[config.mk]
export PLATFORM = sky130hd
export DESIGN_NAME = xalu_mdu_ctrl
export DESIGN_NICKNAME = d
export VERILOG_FILES = /design/src/rtl/xalu_mdu_ctrl.sv
export SDC_FILE = /design/constraint.sdc
export NUM_CORES = 2
export LEC_CHECK = 0
export ABC_AREA = 1
export BUFFER_PORTS_ARGS = -buffer_cell sky130_fd_sc_hd__buf_2
export CAP_MARGIN = 5
export CORE_MARGIN = 2
export CORE_UTILIZATION = 35
export CTS_CLUSTER_SIZE = 10
export DETAILED_ROUTE_END_ITERATION = 8
export GPL_TIMING_DRIVEN = 0
export SLEW_MARGIN = 20
export SYNTH_ARGS = -nofsm -noshare
export SYNTH_HDL_FRONTEND = slang
export SYNTH_SLANG_ARGS = --single-unit
[constraint.sdc]
create_clock -name clk -period 10.9 [get_ports clk]
set_clock_uncertainty 0.15 [all_clocks]
set_input_delay 2.18 -clock clk [delete_from_list [all_inputs] [get_ports clk]]
set_output_delay 2.18 -clock clk [all_outputs]
set_load 0.02 [all_outputs]
[src/rtl/xalu_mdu_ctrl.sv]
// xalu_mdu_ctrl: execute-stage multiply/divide sequencer and HI/LO owner.
// Multiply-class ops run for MUL_LAT cycles; divides use a 32-step
// restoring divider followed by one sign-fix cycle.
// Optional feature macro: XALU_MADD_EN (enables MADD/MADDU/MSUB/MSUBU).
module xalu_mdu_ctrl #(
   parameter int MUL_LAT = 3
) (
   input  logic        clk,
   input  logic        reset,
   input  logic        op_valid,
   input  logic [3:0]  op,
   input  logic [31:0] op_a,
   input  logic [31:0] op_b,
   input  logic        flush,
   output logic        busy,
   output logic [31:0] hi,
   output logic [31:0] lo,
   output logic [31:0] mul_res,
   output logic        done
);

   localparam logic [3:0] OP_MULT  = 4'd0;
   localparam logic [3:0] OP_MULTU = 4'd1;
   localparam logic [3:0] OP_DIV   = 4'd2;
   localparam logic [3:0] OP_DIVU  = 4'd3;
   localparam logic [3:0] OP_MTHI  = 4'd4;
   localparam logic [3:0] OP_MTLO  = 4'd5;
   localparam logic [3:0] OP_MUL   = 4'd6;
   localparam logic [3:0] OP_MADD  = 4'd8;
   localparam logic [3:0] OP_MADDU = 4'd9;
   localparam logic [3:0] OP_MSUB  = 4'd10;
   localparam logic [3:0] OP_MSUBU = 4'd11;

   typedef enum logic [1:0] {S_IDLE, S_MUL, S_DIV, S_FIX} state_t;

   state_t      state_reg, state_next;
   logic [4:0]  cnt_reg;
   logic [3:0]  op_reg;
   logic [63:0] prod_reg;
   logic [31:0] rem_reg, quot_reg, dvsr_reg, dvnd_reg;
   logic        neg_q_reg, neg_r_reg, dz_reg;

   logic        is_mul_class, is_div, op_legal, signed_op, accept;
   logic        mul_last, div_last;
   logic [63:0] ext_a, ext_b, prod;
   logic [31:0] abs_a, abs_b;
   logic [32:0] shifted, diff;

   // Decode the presented op: legality, class and signedness
   always_comb begin
      is_mul_class = 1'b0;
      is_div       = 1'b0;
      op_legal     = 1'b0;
      signed_op    = 1'b0;
      case (op)
         OP_MULT:  begin op_legal = 1'b1; is_mul_class = 1'b1; signed_op = 1'b1; end
         OP_MULTU: begin op_legal = 1'b1; is_mul_class = 1'b1; end
         OP_DIV:   begin op_legal = 1'b1; is_div = 1'b1; signed_op = 1'b1; end
         OP_DIVU:  begin op_legal = 1'b1; is_div = 1'b1; end
         OP_MTHI,
         OP_MTLO:  op_legal = 1'b1;
         OP_MUL:   begin op_legal = 1'b1; is_mul_class = 1'b1; signed_op = 1'b1; end
`ifdef XALU_MADD_EN
         OP_MADD,
         OP_MSUB:  begin op_legal = 1'b1; is_mul_class = 1'b1; signed_op = 1'b1; end
         OP_MADDU,
         OP_MSUBU: begin op_legal = 1'b1; is_mul_class = 1'b1; end
`endif
         default:  op_legal = 1'b0;
      endcase
   end

   assign accept   = op_valid && !flush && (state_reg == S_IDLE) && op_legal;
   assign mul_last = (state_reg == S_MUL) && (cnt_reg == 5'(MUL_LAT - 1));
   assign div_last = (state_reg == S_DIV) && (cnt_reg == 5'd31);
   assign busy     = (state_reg != S_IDLE);

   // Operand extension, full product and magnitudes computed from the issue operands
   always_comb begin
      ext_a   = signed_op ? {{32{op_a[31]}}, op_a} : {32'd0, op_a};
      ext_b   = signed_op ? {{32{op_b[31]}}, op_b} : {32'd0, op_b};
      prod    = ext_a * ext_b;
      abs_a   = (signed_op && op_a[31]) ? (32'd0 - op_a) : op_a;
      abs_b   = (signed_op && op_b[31]) ? (32'd0 - op_b) : op_b;
      shifted = {rem_reg, quot_reg[31]};
      diff    = shifted - {1'b0, dvsr_reg};
   end

   // Next-state logic
   always_comb begin
      state_next = state_reg;
      case (state_reg)
         S_IDLE: if (accept) begin
            if (is_mul_class)    state_next = S_MUL;
            else if (is_div)     state_next = (op_b == 32'd0) ? S_FIX : S_DIV;
         end
         S_MUL:  if (mul_last) state_next = S_IDLE;
         S_DIV:  if (div_last) state_next = S_FIX;
         S_FIX:  state_next = S_IDLE;
         default: state_next = S_IDLE;
      endcase
   end

   // State register
   always_ff @(posedge clk) begin
      if (reset) state_reg <= S_IDLE;
      else       state_reg <= state_next;
   end

   // Datapath: operand capture, divider iteration and result retirement
   always_ff @(posedge clk) begin
      if (reset) begin
         cnt_reg   <= '0;
         op_reg    <= '0;
         prod_reg  <= '0;
         rem_reg   <= '0;
         quot_reg  <= '0;
         dvsr_reg  <= '0;
         dvnd_reg  <= '0;
         neg_q_reg <= 1'b0;
         neg_r_reg <= 1'b0;
         dz_reg    <= 1'b0;
         hi        <= '0;
         lo        <= '0;
         mul_res   <= '0;
         done      <= 1'b0;
      end else begin
         done <= 1'b0;
         case (state_reg)
            S_IDLE: if (accept) begin
               cnt_reg   <= '0;
               op_reg    <= op;
               prod_reg  <= prod;
               rem_reg   <= '0;
               quot_reg  <= abs_a;
               dvsr_reg  <= abs_b;
               dvnd_reg  <= op_a;
               neg_q_reg <= signed_op && (op_a[31] ^ op_b[31]);
               neg_r_reg <= signed_op && op_a[31];
               dz_reg    <= (op_b == 32'd0);
               if (op == OP_MTHI) hi <= op_a;
               if (op == OP_MTLO) lo <= op_a;
            end
            S_MUL: begin
               cnt_reg <= cnt_reg + 5'd1;
               if (mul_last) begin
                  done <= 1'b1;
                  case (op_reg)
                     OP_MUL: mul_res <= prod_reg[31:0];
`ifdef XALU_MADD_EN
                     OP_MADD,
                     OP_MADDU: {hi, lo} <= {hi, lo} + prod_reg;
                     OP_MSUB,
                     OP_MSUBU: {hi, lo} <= {hi, lo} - prod_reg;
`endif
                     default: {hi, lo} <= prod_reg;
                  endcase
               end
            end
            S_DIV: begin
               cnt_reg <= cnt_reg + 5'd1;
               // Restoring step: keep the trial difference only if it did not go negative
               if (!diff[32]) begin
                  rem_reg  <= diff[31:0];
                  quot_reg <= {quot_reg[30:0], 1'b1};
               end else begin
                  rem_reg  <= shifted[31:0];
                  quot_reg <= {quot_reg[30:0], 1'b0};
               end
            end
            S_FIX: begin
               done <= 1'b1;
               if (dz_reg) begin
                  hi <= dvnd_reg;
                  lo <= 32'hFFFF_FFFF;
               end else begin
                  lo <= neg_q_reg ? (32'd0 - quot_reg) : quot_reg;
                  hi <= neg_r_reg ? (32'd0 - rem_reg) : rem_reg;
               end
            end
            default: ;
         endcase
      end
   end

endmodule

==> reports/results.ini <==
[floorplanning]
die_w_um=442
num_io_pins=170
design.die.area_um2=196000
rows=160
die_y_um=442
initial_utilization=0.353
coreArea_um2=191000

[yosys]
syn_area_um2=67200
synth_most_common_cell=inv_1
synth-simple-area-share=0.154
synth_area_leader_cell=fa_1
synth_mux_area_frac=0
synth_common_cells=2442 x inv_1, 1723 x nand2_1, 1420 x fa_1
synth_top_family_by_area=adder cells
synth_edf_count=0
yosys_register_bits=303
yosysWarningCount=0
syn_avg_cell_area_um2=7.74
postSynthCellCount=8688
synthTopCellsByArea=fa_1 42%, inv_1 14%, nand2_1 9.6%
synth_fa_ha_area_frac=0.489
synth_top_area_share=0.423
synth_nets=10500
yosys_most_used_dff=dfxtp_1
ys_types=60
async_reset_ff_frac=0
synth_compound_area_frac=0.0887
ys_seq_area_frac=0.0902
synth_xor_area_frac=0.0160

[cells_and_area]
final_cells=11400
nets=10800
largest_register_ffs=64
fillers=20000
drive_gt1_frac=0.0862
syn_to_final_growth_pct=10.3
final_util=0.389

[critical_path]
cp.buffers_inverters=8
r2r_setup_slack_ns=7.27
critPathCaptureType=flip-flop
worstPathRequired_ns=11.19
crit_family=adder cells
r2r_cells=8
arrival_ns=11.10
r2r-end=hi[27]
path_max_fanout=9
critical_path_class=input pin to flip-flop
timing.rr.start=state_reg[0]
cp_common_cell=fa_1
max_stage_delay_ns=0.70
slowest_stage=clkbuf_1
cp-start-kind=input pin

[global_routing]
grt_max_degree=27
grt_pass1_vias=61800
grt_pass1_wl_um=442000
track_usage=0.315
antenna_found_initial=28
globalRouteOverflowTotal=0

[placed_design]
portBuffers=110
place_congestion=1.04
hpwl_um=263000
placedCellCount=11300

[cts]
cts_buffers=37
tritoncts=done
clock-root-buffer=clkbuf_16
clk_path_buf_depth=3
cts.htree.levels=2
clock-sinks=303
path_clk_slew_ns=0.07
clkLatencyLatePin_ns=0.56

[job]
cap_violations=0

[sta]
maxSlewViolCount=0
hold_ws_ns=0.308
min_period_ns=10.81
hold_violations=0
relSlewSlack=0.133
setup_tns_ns=0
setup_viol=0
fmaxAchievable_mhz=92.5
finalCritPeriodShare=0.992
worst_slew_pin_slew_ns=1.30

[route]
drtIter0Drc=6134
drc=0
dr.pass1.iters=6
vias=59800
drt_wl_total_um=310000
ant_nets=0
vias_per_cell=5.23
wl_per_cell_um=27.1

[min_path]
holdPathStages=2
worst_hold_path_type=flip-flop to flip-flop
holdCritStartpoint=dvnd_reg[1]
hold_end=dvnd_reg[1]

[status]
outcome=finished clean

-- area by class of cell --
type | count | area (um^2) | share of cell area
inverter | 2469 | 9310 | 0.126
antenna | 13 | 32.5 | 0.000439
sequential | 303 | 6070 | 0.0818
clock inverter | 4 | 31.3 | 0.000422
timing repair buffer | 188 | 1450 | 0.0195
tap | 2511 | 3140 | 0.0424
multi-input combinational | 5507 | 51100 | 0.690
buffer | 400 | 1990 | 0.0268
clock buffer | 45 | 987 | 0.0133
-- worst min-delay path, cell delays in order (launching register included) --
cell and delay [ns]:
dfxtp_1 0.30, inv_1 0.06, a21oi_1 0.05
-- cell families (layout without fill, tap and decap cells) --
logic type | count (synthesis) | after routing
buffers and inverters | 2878 | 3106
AND/OR/NAND/NOR | 2547 | 2547
adder cells (fa/ha/maj) | 1774 | 1774
AO/OA/AOI/OAI | 1064 | 1064
flip-flops | 303 | 303
XOR/XNOR | 122 | 122
other | 0 | 13
-- metrics by stage --
stage	setup slack (ns)	cell area [um^2]
global placement	-3.47	70900
floorplan	0.0358	67200
CTS	0.00676	73000
global route	-0.0295	74100
detailed placement	-3.07	71200
finish	0.0881	74100
-- how the worst max path moves through the flow --
stage	depth (start not counted)	from	slack [ns]	endpoint
6_report	31	op_a[6]	0.09	prod_reg[62]
5_1_grt	40	op[2]	-0.03	prod_reg[58]
4_1_cts	32	op_b[26]	0.007	prod_reg[61]
3_5_place_dp	35	op_a[31]	-3.07	prod_reg[62]
3_3_place_gp	34	op_b[31]	-3.47	prod_reg[62]
2_1_floorplan	40	op[1]	0.04	prod_reg[63]
-- layout by cell type (no fill, tap or decap), drive strengths merged, types with 14 or more instances in the layout --
| cell type | netlist | layout |
|---|---|---|
| dfxtp | 303 | 303 |
| nor3 | 53 | 53 |
| o211ai | 37 | 37 |
| o21bai | 34 | 34 |
| xor2 | 81 | 81 |
| nor2 | 446 | 446 |
| nand4 | 25 | 25 |
| a211oi | 25 | 25 |
| a31oi | 44 | 44 |
| buf | 141 | 296 |
| nand2 | 1740 | 1740 |
| o21a | 21 | 21 |
| a21oi | 433 | 433 |
| clkbuf | 268 | 332 |
| ha | 354 | 354 |
| o21ai | 396 | 396 |
| xnor2 | 41 | 41 |
| or2 | 21 | 21 |
| inv | 2466 | 2463 |
| fa | 1420 | 1420 |
| nor4 | 14 | 14 |
| nand3 | 235 | 235 |
-- layer usage --
metal / routed length (um) / global-route usage / vias up
li1: - / - / 25800
met1: 120000 / 0.398 / 30100
met2: 138000 / 0.500 / 3120
met3: 28900 / 0.0670 / 764
met4: 23000 / 0.180 / 14
met5: 84 / 0 / -
-- timing repair --
item                       CTS  global route
cloned                       0             4
hold endpoints to repair     0             0
gates resized for setup    216           360
setup buffers               25            38
setup endpoints to repair   37            37
hold buffers                 0             0
pin swaps                   27            80
Power is not shown: default switching activity piles up to over one toggle a cycle in this logic, so the estimate is an artifact.
